File: src/rtl/serv_pcgen.sv
// serv_pcgen: bit/digit-serial program counter generator.
//
// The PC lives in o_ibus_adr and is rotated right one W-bit digit per SHIFT
// cycle. The new digit enters at the top, so after N = 32/W cycles the whole
// register holds the new PC. Two serial adders share the cycle: one forms
// PC+2/PC+4 and the other forms the jump/branch/auipc target.
//
// Optional feature, macro SERV_PCGEN_MISALIGN_EN: when WITH_C=0, a jump whose
// aligned target has bit 1 set is flagged on o_misalign in DONE. The old PC,
// captured digit by digit into a shadow register, is then written back.
// With the macro undefined there is no shadow register and o_misalign is 0.

module serv_pcgen #(
    parameter int          W        = 1,
    parameter logic [31:0] RESET_PC = 32'd0,
    parameter bit          WITH_CSR = 1'b1,
    parameter bit          WITH_C   = 1'b1
) (
    input  logic         clk,
    input  logic         i_rst,
    input  logic         i_start,
    input  logic         i_jump,
    input  logic         i_jal_or_jalr,
    input  logic         i_utype,
    input  logic         i_pc_rel,
    input  logic         i_trap,
    input  logic         i_iscomp,
    input  logic [W-1:0] i_imm,
    input  logic [W-1:0] i_buf,
    input  logic [W-1:0] i_csr_pc,
    output logic [W-1:0] o_rd,
    output logic [W-1:0] o_bad_pc,
    output logic         o_busy,
    output logic         o_done,
    output logic         o_misalign,
    output logic [31:0]  o_ibus_adr
);

    localparam int N  = 32 / W;
    localparam int CW = $clog2(N);

    // Elaboration-time guard on the digit width.
    if (!(W == 1 || W == 2 || W == 4 || W == 8)) begin : g_bad_w
        $error("serv_pcgen: W must be 1, 2, 4 or 8");
    end

    typedef enum logic [1:0] {
        IDLE  = 2'd0,
        SHIFT = 2'd1,
        DONE  = 2'd2
    } state_t;

    state_t          state;
    state_t          state_nxt;
    logic [CW-1:0]   cnt;
    logic            cnt_first;
    logic            cnt_last;

    // Current PC digit. The register rotates right, so the digit under
    // processing is always at the bottom.
    logic [W-1:0]    pc;

    // Per-bit masks, derived from each bit's absolute position cnt*W + j.
    logic [W-1:0]    keep_imm;   // immediate bits 12..31 (U-type)
    logic [W-1:0]    keep_csr;   // trap vector bits 2..31
    logic [W-1:0]    keep_tgt;   // target bits 1..31
    logic [W-1:0]    inc_digit;  // 2 or 4 injected at its absolute position

    logic            carry_inc_q;
    logic            carry_off_q;
    logic            cin_inc;
    logic            cin_off;
    logic [W:0]      sum_inc;
    logic [W:0]      sum_off;
    logic [W-1:0]    pc_plus_4;
    logic [W-1:0]    offset_a;
    logic [W-1:0]    offset_b;
    logic [W-1:0]    aligned;
    logic [W-1:0]    trap_digit;
    logic            trap_en;
    logic [W-1:0]    new_pc;

    assign pc        = o_ibus_adr[W-1:0];
    assign cnt_first = (cnt == '0);
    assign cnt_last  = (cnt == CW'(N - 1));
    assign o_busy    = (state != IDLE);
    assign o_done    = (state == DONE);

    // ------------------------------------------------------------------
    // Control FSM
    // ------------------------------------------------------------------

    // State register.
    // NOTE: sequential state uses non-blocking assignments so that every
    // flop samples pre-edge values regardless of block ordering.
    always_ff @(posedge clk or posedge i_rst) begin
        if (i_rst) begin
            state <= IDLE;
        end else begin
            state <= state_nxt;
        end
    end

    // Next-state logic: start is only looked at in IDLE.
    // NOTE: the default assignment first keeps this block free of latches
    // on paths that do not name state_nxt explicitly.
    always_comb begin
        state_nxt = state;
        case (state)
            IDLE:    if (i_start) state_nxt = SHIFT;
            SHIFT:   if (cnt_last) state_nxt = DONE;
            DONE:    state_nxt = IDLE;
            default: state_nxt = IDLE;
        endcase
    end

    // Digit counter: 0 on entry to SHIFT, steps once per SHIFT cycle.
    always_ff @(posedge clk or posedge i_rst) begin
        if (i_rst) begin
            cnt <= '0;
        end else if (state == SHIFT && !cnt_last) begin
            cnt <= cnt + 1'b1;
        end else begin
            cnt <= '0;
        end
    end

    // ------------------------------------------------------------------
    // Serial datapath
    // ------------------------------------------------------------------

    // Position-dependent masks and the increment digit.
    always_comb begin
        keep_imm  = '0;
        keep_csr  = '0;
        keep_tgt  = '0;
        inc_digit = '0;
        for (int j = 0; j < W; j++) begin
            keep_imm[j]  = (int'(cnt) * W + j) >= 12;
            keep_csr[j]  = (int'(cnt) * W + j) >= 2;
            keep_tgt[j]  = (int'(cnt) * W + j) != 0;
            inc_digit[j] = (int'(cnt) * W + j) == (i_iscomp ? 1 : 2);
        end
    end

    // The carries from the previous word must not leak into digit 0, so the
    // carry-in is forced low on the first digit instead of clearing the flops.
    assign cin_inc    = cnt_first ? 1'b0 : carry_inc_q;
    assign cin_off    = cnt_first ? 1'b0 : carry_off_q;

    assign offset_a   = i_pc_rel ? pc : '0;
    assign offset_b   = i_utype ? (i_imm & keep_imm) : i_buf;

    assign sum_inc    = {1'b0, pc} + {1'b0, inc_digit} + (W + 1)'(cin_inc);
    assign sum_off    = {1'b0, offset_a} + {1'b0, offset_b} + (W + 1)'(cin_off);

    assign pc_plus_4  = sum_inc[W-1:0];
    assign aligned    = sum_off[W-1:0] & keep_tgt;
    assign trap_digit = i_csr_pc & keep_csr;
    assign trap_en    = WITH_CSR & i_trap;

    // Next PC digit: trap vector beats jump target beats sequential.
    always_comb begin
        new_pc = pc_plus_4;
        if (trap_en) begin
            new_pc = trap_digit;
        end else if (i_jump) begin
            new_pc = aligned;
        end
    end

    // Writeback and target digits.
    assign o_rd     = (i_utype ? aligned : '0) | (i_jal_or_jalr ? pc_plus_4 : '0);
    assign o_bad_pc = aligned;

    // Adder carries, carried between consecutive SHIFT digits. The carry out
    // of the last digit is simply overwritten later, so sums wrap at 2^32.
    always_ff @(posedge clk or posedge i_rst) begin
        if (i_rst) begin
            carry_inc_q <= 1'b0;
            carry_off_q <= 1'b0;
        end else if (state == SHIFT) begin
            carry_inc_q <= sum_inc[W];
            carry_off_q <= sum_off[W];
        end
    end

`ifdef SERV_PCGEN_MISALIGN_EN
    // ------------------------------------------------------------------
    // Misaligned-jump detection and PC restore
    // ------------------------------------------------------------------

    logic [31:0]  shadow;
    logic         mis_det;
    logic [W-1:0] at_bit1;
    logic         mis_cand;

    // Marks the digit bit that holds absolute target bit 1.
    always_comb begin
        at_bit1 = '0;
        for (int j = 0; j < W; j++) begin
            at_bit1[j] = (int'(cnt) * W + j) == 1;
        end
    end

    assign mis_cand = !WITH_C && i_jump && !trap_en && (state == SHIFT) &&
                      |(aligned & at_bit1);

    // Shadow copy of the old PC and the misalign flag. The flag is raised
    // at the last SHIFT edge, so it is visible exactly in DONE.
    always_ff @(posedge clk or posedge i_rst) begin
        if (i_rst) begin
            shadow     <= '0;
            mis_det    <= 1'b0;
            o_misalign <= 1'b0;
        end else begin
            case (state)
                IDLE: begin
                    mis_det    <= 1'b0;
                    o_misalign <= 1'b0;
                end
                SHIFT: begin
                    shadow <= {pc, shadow[31:W]};
                    if (mis_cand) mis_det <= 1'b1;
                    if (cnt_last) o_misalign <= mis_det | mis_cand;
                end
                default: begin
                    o_misalign <= 1'b0;
                end
            endcase
        end
    end

    // PC register: rotate in new digits; in DONE, undo a misaligned jump.
    always_ff @(posedge clk or posedge i_rst) begin
        if (i_rst) begin
            o_ibus_adr <= RESET_PC;
        end else if (state == SHIFT) begin
            o_ibus_adr <= {new_pc, o_ibus_adr[31:W]};
        end else if (state == DONE && o_misalign) begin
            o_ibus_adr <= shadow;
        end
    end
`else
    assign o_misalign = 1'b0;

    // PC register: rotate in one new digit per SHIFT cycle.
    always_ff @(posedge clk or posedge i_rst) begin
        if (i_rst) begin
            o_ibus_adr <= RESET_PC;
        end else if (state == SHIFT) begin
            o_ibus_adr <= {new_pc, o_ibus_adr[31:W]};
        end
    end
`endif

endmodule

File: config.mk
export PLATFORM = sky130hd
export DESIGN_NAME = serv_pcgen
export DESIGN_NICKNAME = d
export VERILOG_FILES = /design/src/rtl/serv_pcgen.sv
export SDC_FILE = /design/constraint.sdc
export NUM_CORES = 1
export LEC_CHECK = 0
export CORE_ASPECT_RATIO = 1.2
export CORE_MARGIN = 3
export CORE_UTILIZATION = 42
export DETAILED_ROUTE_END_ITERATION = 7
export PLACE_DENSITY_LB_ADDON = 0.05
export SETUP_SLACK_MARGIN = 0.05
export SLEW_MARGIN = 20
export SYNTH_ARGS = -nofsm -noshare
export SYNTH_HDL_FRONTEND = slang
export SYNTH_SLANG_ARGS = --single-unit
File: constraint.sdc
create_clock -name clk -period 2.51 [get_ports clk]
set_input_delay 0.502 -clock clk [delete_from_list [all_inputs] [get_ports clk]]
set_output_delay 0.502 -clock clk [all_outputs]
set_load 0.05 [all_outputs]
==> results of run 1 <==
-- what timing repair did --
action / 4_1_cts / 5_1_grt
gates resized for setup: 8 / 5
endpoints found under the setup margin: 2 / 3
hold buffers: 0 / 0
buffers inserted: 4 / 0
pin swaps: 7 / 8
-- critical path, delay by kind of cell (launching register included) --
family	cells	cell delay [ns]
AO/OA/AOI/OAI	1	0.28
adder cells (fa/ha/maj)	2	0.61
buffers and inverters	3	0.35
flip-flops	1	0.40
AND/OR/NAND/NOR	2	0.60
-- routing by layer --
layer | wire [um] | global-route usage
met5 | 0 | 0
met3 | 213 | 0.0483
met2 | 1900 | 0.271
met4 | 45 | 0.0498
met1 | 1640 | 0.204
-- cells by family (layout without fill, tap and decap cells) --
family / Yosys count / in the layout
adders and majority gates: 5 / 5
muxes: 1 / 1
buffers and inverters: 14 / 75
DFF: 41 / 41
xor gates and xnor gates: 2 / 2
other: 1 / 1
AOI/OAI and AO/OA: 6 / 6
and+or+nand+nor: 124 / 124
-- placed cells by master (no fill, tap or decap), types with 3 or more instances in the layout --
master,instances
nand2_1,99
nand3_1,3
clkdlybuf4s50_1,44
nor3_1,3
buf_4,14
dfrtp_1,41
nor2_1,4
clkbuf_8,6
inv_1,3
and2_4,3
-- flip-flops by register name, summed over array words and instances (netlist names) --
name,count
o_ibus_adr,32
state,2
carry_inc_q,1
carry_off_q,1
cnt,5
-- stage by stage --
step	utilization	hold slack [ns]	area (um^2)
6_report	0.643	0.489	2570
3_3_place_gp	0.592	0.453	2370
2_1_floorplan	-	0.437	1780
3_5_place_dp	0.592	0.471	2370
4_1_cts	0.638	0.487	2550
5_1_grt	0.643	0.518	2570
-- cell type report --
class,instances,area (um^2)
Inverter,5,18.8
Timing Repair Buffer,62,604
Fill cell,360,1430
Multi-Input combinational cell,139,741
Tap cell,54,67.6
Clock buffer,7,86.3
Sequential cell,41,1030
Clock inverter,1,30.0
-- worst min-delay path by stage --
stage	to	cells after the start
floorplan	carry_inc_q	2
global placement	carry_inc_q	2
detailed placement	carry_off_q	2
CTS	carry_off_q	2
global route	o_ibus_adr[0]	2
finish	carry_off_q	2
-- power groups by stage --
stage	logic, uW	clock network, uW	registers, uW
floorplan	614	0	1880
global placement	2050	0	1120
detailed placement	2090	0	1130
CTS	2200	559	1120
global route	2350	590	1160
finish	2200	540	1120
==> out/metrics.cfg, run 1 <==
[status]
outcome = finished, violations left
violations = setup timing

[power]
peakVddDrop_uv = 788
seqPwrFrac = 0.291
switching_share = 0.465
internal-power_uw = 2060
p_per_area_nw_per_um2 = 1500
finalPower_uw = 3860
p_clk_frac = 0.140
leakage_uw = 0.00130
pwr-share-comb = 0.570
net-switching-power_uw = 1790

[floorplan]
io_pins = 49
fp-row-count = 25
core_area_um2 = 4000
dieHeight_um = 77.1
start_util = 0.442
die-area_um2 = 5030
dieWidth_um = 65.2

[route]
num_vias = 1463
drtIter0Drc = 50
drtAntennaViolNets = 0
viasPerCell = 4.73
dr.pass1.iters = 4
routed_wl_um = 3800
routedWlPerCell_um = 12.3
drc = 0

[timing]
rsz0062_at_grt = true
min_period_over_period = 1.21
clock-skew-final_ns = 0.00571
fmax_ghz = 0.329
slew_headroom = 0.649
setup_violations = 2
fin_setup_tns_ns = -0.959
worst_slack_ns = -0.530
slew_violations = 0
finalCriticalPeriod_ns = 3.04
hold_violations = 0
tightest_slew_ns = 0.525

[global_route]
grt_max_degree = 42
gr-usage-all-layers = 0.163
grt_remaining_overflow = 0
first_global_vias = 1418
grt_first_pass_wirelength_um = 6460
antenna_found_initial = 0

[clock_tree]
cts_buffers = 5
clk_path_buf_depth = 2
cts_sinks = 41
cts-root-buf = clkbuf_8
clk_latency_ns = 0.29
htreeDepth = 2
clk_pin_slew_ns = 0.08
tritoncts = yes

[critical_path]
arrival_ns = 2.54
max_stage_delay_ns = 0.49
cp_cell_sequence = inv_2, ha_4, or4b_4, buf_6, and2_4, fa_1, a22o_4, buf_8
endpoint = o_rd
cp-startpoint = cnt[0]
r2r-start = cnt[0]
critPathLaunchType = register
path_max_fanout = 2
critPathKind = register to primary output
cpMaxStageDelayCell = fa_1
cp.required_ns = 2.01
r2r_slack_ns = 0.13
rr_endpoint = o_ibus_adr[31]
crit_path_end_kind = primary output
worst_r2r_path_depth = 9

[synth]
synth-adder-area-share = 0.0439
synth_compound_area_frac = 0.0269
synth_xor_area_frac = 0.00991
syn_nets = 211
ys.flop_type = dfrtp_1
synthTopCellsByArea = dfrtp_1 (58%), nand2_1 (21%), fa_1 (2.3%), ha_1 (2.1%), and2_1 (1.1%)
synth_cell_type_count = 33
synthSimpleGateAreaFrac = 0.297
synthCells = 194
synth-async-reset-ratio = 1.00
ys_ff_latch = 41
synth_edf_count = 0
yosys-top-cells-count = nand2_1 (99), dfrtp_1 (41), inv_1 (5)
synth_top_family_by_area = simple AND/OR/NAND/NOR gates
muxShareOfSynthArea = 0.00566
synth_top_area_share = 0.580
yosys_warnings = 0
synth_top_cell_by_area = dfrtp_1
synth.most_common_cell = nand2_1
synth.cell_area_um2 = 1770
yosysSeqAreaShare = 0.580
syn_area_per_cell_um2 = 9.11

[placed_design]
dp_cells = 297
dp_worst_setup_slack_ns = -0.692
port_buffers = 47
place.gp.congestion = 0.825
place_hpwl_um = 2570

[final_layout]
layout-drive-gt1-share = 0.153
area_growth_pct = 45.6
num_antenna_cells = 0
nets = 271
stdcell_count = 309

[min_path]
hp-start = carry_off_q
hp-class = register to register

[run]
cap_viol_max_count = 0

Power figures use the tool's default switching activity.
==> run 2, diff against run 1 <==
--- a/config.mk
+++ b/config.mk
@@ -9,7 +9,7 @@
 export CORE_MARGIN = 3
 export CORE_UTILIZATION = 42
 export DETAILED_ROUTE_END_ITERATION = 7
-export PLACE_DENSITY_LB_ADDON = 0.05
+export PLACE_DENSITY = 0.74
 export SETUP_SLACK_MARGIN = 0.05
 export SLEW_MARGIN = 20
 export SYNTH_ARGS = -nofsm -noshare
==> run 2 against run 1 <==
Compared with the run above: the flow still finishes with violations (setup timing); core utilization fell by 1.4 points; largest cell class unchanged; critical path type unchanged; worst hold slack got worse by 0.014 ns; combinational power fell by 2%.
==> out/metrics.cfg, run 2 (synthesized netlist as in run 1, its figures left out) <==
[status]
outcome = finished, violations left
violations = setup timing

[final_layout]
final_common_cell = nand2_1
num_antenna_cells = 0  ; unchanged
stdcell_count = 310  ; +0.32%
layout-drive-gt1-share = 0.133  ; -0.0201
fin_util = 0.628  ; -0.0144
largest_reg_flops = 32  ; unchanged
fin_area_um2 = 2520  ; -2.2%
largest_register = o_ibus_adr
largest_registers = o_ibus_adr (32), cnt (5), state (2)
final_cell_mix = nand2_1 (99), clkdlybuf4s50_1 (45), dfrtp_1 (41), buf_4 (16), clkbuf_8 (5)
nets = 272  ; +0.37%
area_growth_pct = 42.3

[placed_design]
dp_cells = 298  ; +0.34%
port_buffers = 47  ; unchanged
dpl_cell_area_um2 = 2380  ; +0.32%
dp_worst_setup_slack_ns = -0.633  ; +0.0589 ns
place.gp.congestion = 0.787  ; -4.7%
place_hpwl_um = 2450  ; -4.7%

[global_route]
grt_remaining_overflow = 0  ; unchanged
top_usage_layer = met2
grt_first_pass_wirelength_um = 6510  ; +0.85%
grt.met1_usage = 0.209  ; +0.00557
use_met2 = 0.265  ; -0.00507
antenna_found_initial = 0  ; unchanged
gr-usage-all-layers = 0.163  ; about the same
first_global_vias = 1433  ; +1.1%
grt_max_degree = 42  ; unchanged
use_met3 = 0.0483  ; unchanged

[route]
viasPerCell = 4.67  ; -1.3%
drc = 0  ; unchanged
dr.pass1.iters = 4  ; unchanged
drtAntennaViolNets = 0  ; unchanged
routedWlPerCell_um = 11.7  ; -4.9%
num_vias = 1448  ; -1.0%
drtIter0Drc = 45  ; -10%
routed_wl_um = 3630  ; -4.6%

[clock_tree]
cts_sinks = 41  ; unchanged
clk_path_buf_depth = 2  ; unchanged
clk_pin_slew_ns = 0.07  ; about the same
htreeDepth = 2  ; unchanged
cts_buffers = 5  ; unchanged
clk_latency_ns = 0.29  ; about the same
tritoncts = yes
cts-root-buf = clkbuf_8

[timing]
slew_headroom = 0.646  ; -0.00275
fin_hold_ws_ns = 0.475  ; -0.0142 ns
worst_slack_ns = -0.503  ; +0.0268 ns
tightest_slew_ns = 0.529  ; +0.00412 ns
clock-skew-final_ns = 0.00712  ; +0.00142 ns
finalCriticalPeriod_ns = 3.01  ; -0.0268 ns
slew_violations = 0  ; unchanged
setup_violations = 2  ; unchanged
hold_violations = 0  ; unchanged
rsz0062_at_grt = true
fmax_ghz = 0.332  ; +0.89%
min_period_over_period = 1.20  ; -0.0107

[critical_path]
path_max_fanout = 3  ; +1
critPathKind = register to primary output
cp.required_ns = 2.01  ; about the same
critPathLaunchType = register
crit_path_end_kind = primary output
arrival_ns = 2.51  ; -0.03 ns

[floorplan]
core_area_um2 = 4000  ; unchanged
dieWidth_um = 65.2  ; unchanged
start_util = 0.442  ; unchanged
die-area_um2 = 5030  ; unchanged
fp-row-count = 25  ; unchanged
dieHeight_um = 77.1  ; unchanged
io_pins = 49  ; unchanged

[power]
peakVddDrop_uv = 623  ; -21%
leakage_uw = 0.00127  ; -2.2%
p_per_area_nw_per_um2 = 1460  ; -2.4%

[min_path]
hp-class = register to register

[run]
cap_viol_max_count = 0  ; unchanged

==> run 2: cell count changes in the layout (fill, tap and decap cells not counted), sizes merged <==
| cell | delta |
|---|---|
| buf | +1 |
| bufinv | -1 |
| clkbuf | +1 |
| clkdlybuf4s50 | +1 |
| dlymetal6s2s | -1 |
==> run 2: area by class of cell <==
| cell class | instances | area [um^2] |
|---|---|---|
| Timing Repair Buffer | 63 | 606 |
| Tap cell | 54 | 67.6 |
| Sequential cell | 41 | 1030 |
| Inverter | 5 | 18.8 |
| Clock buffer | 8 | 80.1 |
| Multi-Input combinational cell | 139 | 718 |
| Fill cell | 379 | 1490 |
==> run 2: layer usage <==
metal | wire (um) | share of wire
met4 | 45 | 0.012
met1 | 1650 | 0.45
met2 | 1720 | 0.47
met3 | 215 | 0.059
met5 | 0 | 0
==> run 2: report_power, final <==
group	leakage [uW]	total, uW	switching (uW)	internal [uW]
Clock	0.0000395	404	207	197
Sequential	0.000521	1120	190	929
Combinational	0.000709	2160	1360	798
==> run 2: per-stage QoR <==
step	TNS (ns)	power, uW
final	-0.926	3680
after global placement	-0.944	3190
after floorplan	-0.182	2490
after detailed placement	-0.960	3220
after CTS	-1.01	3720
after global routing	-1.12	3950
==> run 2: path summary, 6_finish.rpt <==
kind | startpoint | to | slack (ns) | cells after the start
setup / recovery | cnt[1] | o_rd | -0.50 | 8
hold / removal | carry_inc_q | carry_inc_q | 0.47 | 2
setup reg to reg | cnt[1] | o_ibus_adr[31] | 0.32 | 7
hold reg to reg | carry_inc_q | carry_inc_q | 0.47 | 2
max in group asynchronous | i_rst | o_ibus_adr[12] | 1.52 | 3
min in group asynchronous | i_rst | o_ibus_adr[29] | 0.64 | 3
==> run 2: worst max-delay path: stages (launching register included) <==
cell and delay [ns]:
dfrtp_1 0.40, inv_2 0.06, ha_1 0.12, or4b_4 0.47
and2_4 0.16, fa_1 0.48, and2_4 0.17, a22o_4 0.22
buf_8 0.14
==> run 2: timing repair <==
item | 4_1_cts | 5_1_grt
setup endpoints to repair | 2 | 2
pin swaps | 4 | 1
resized for setup | 6 | 0
setup buffers | 3 | 1
hold buffers | 0 | 0
endpoints found under the hold margin | 0 | 0
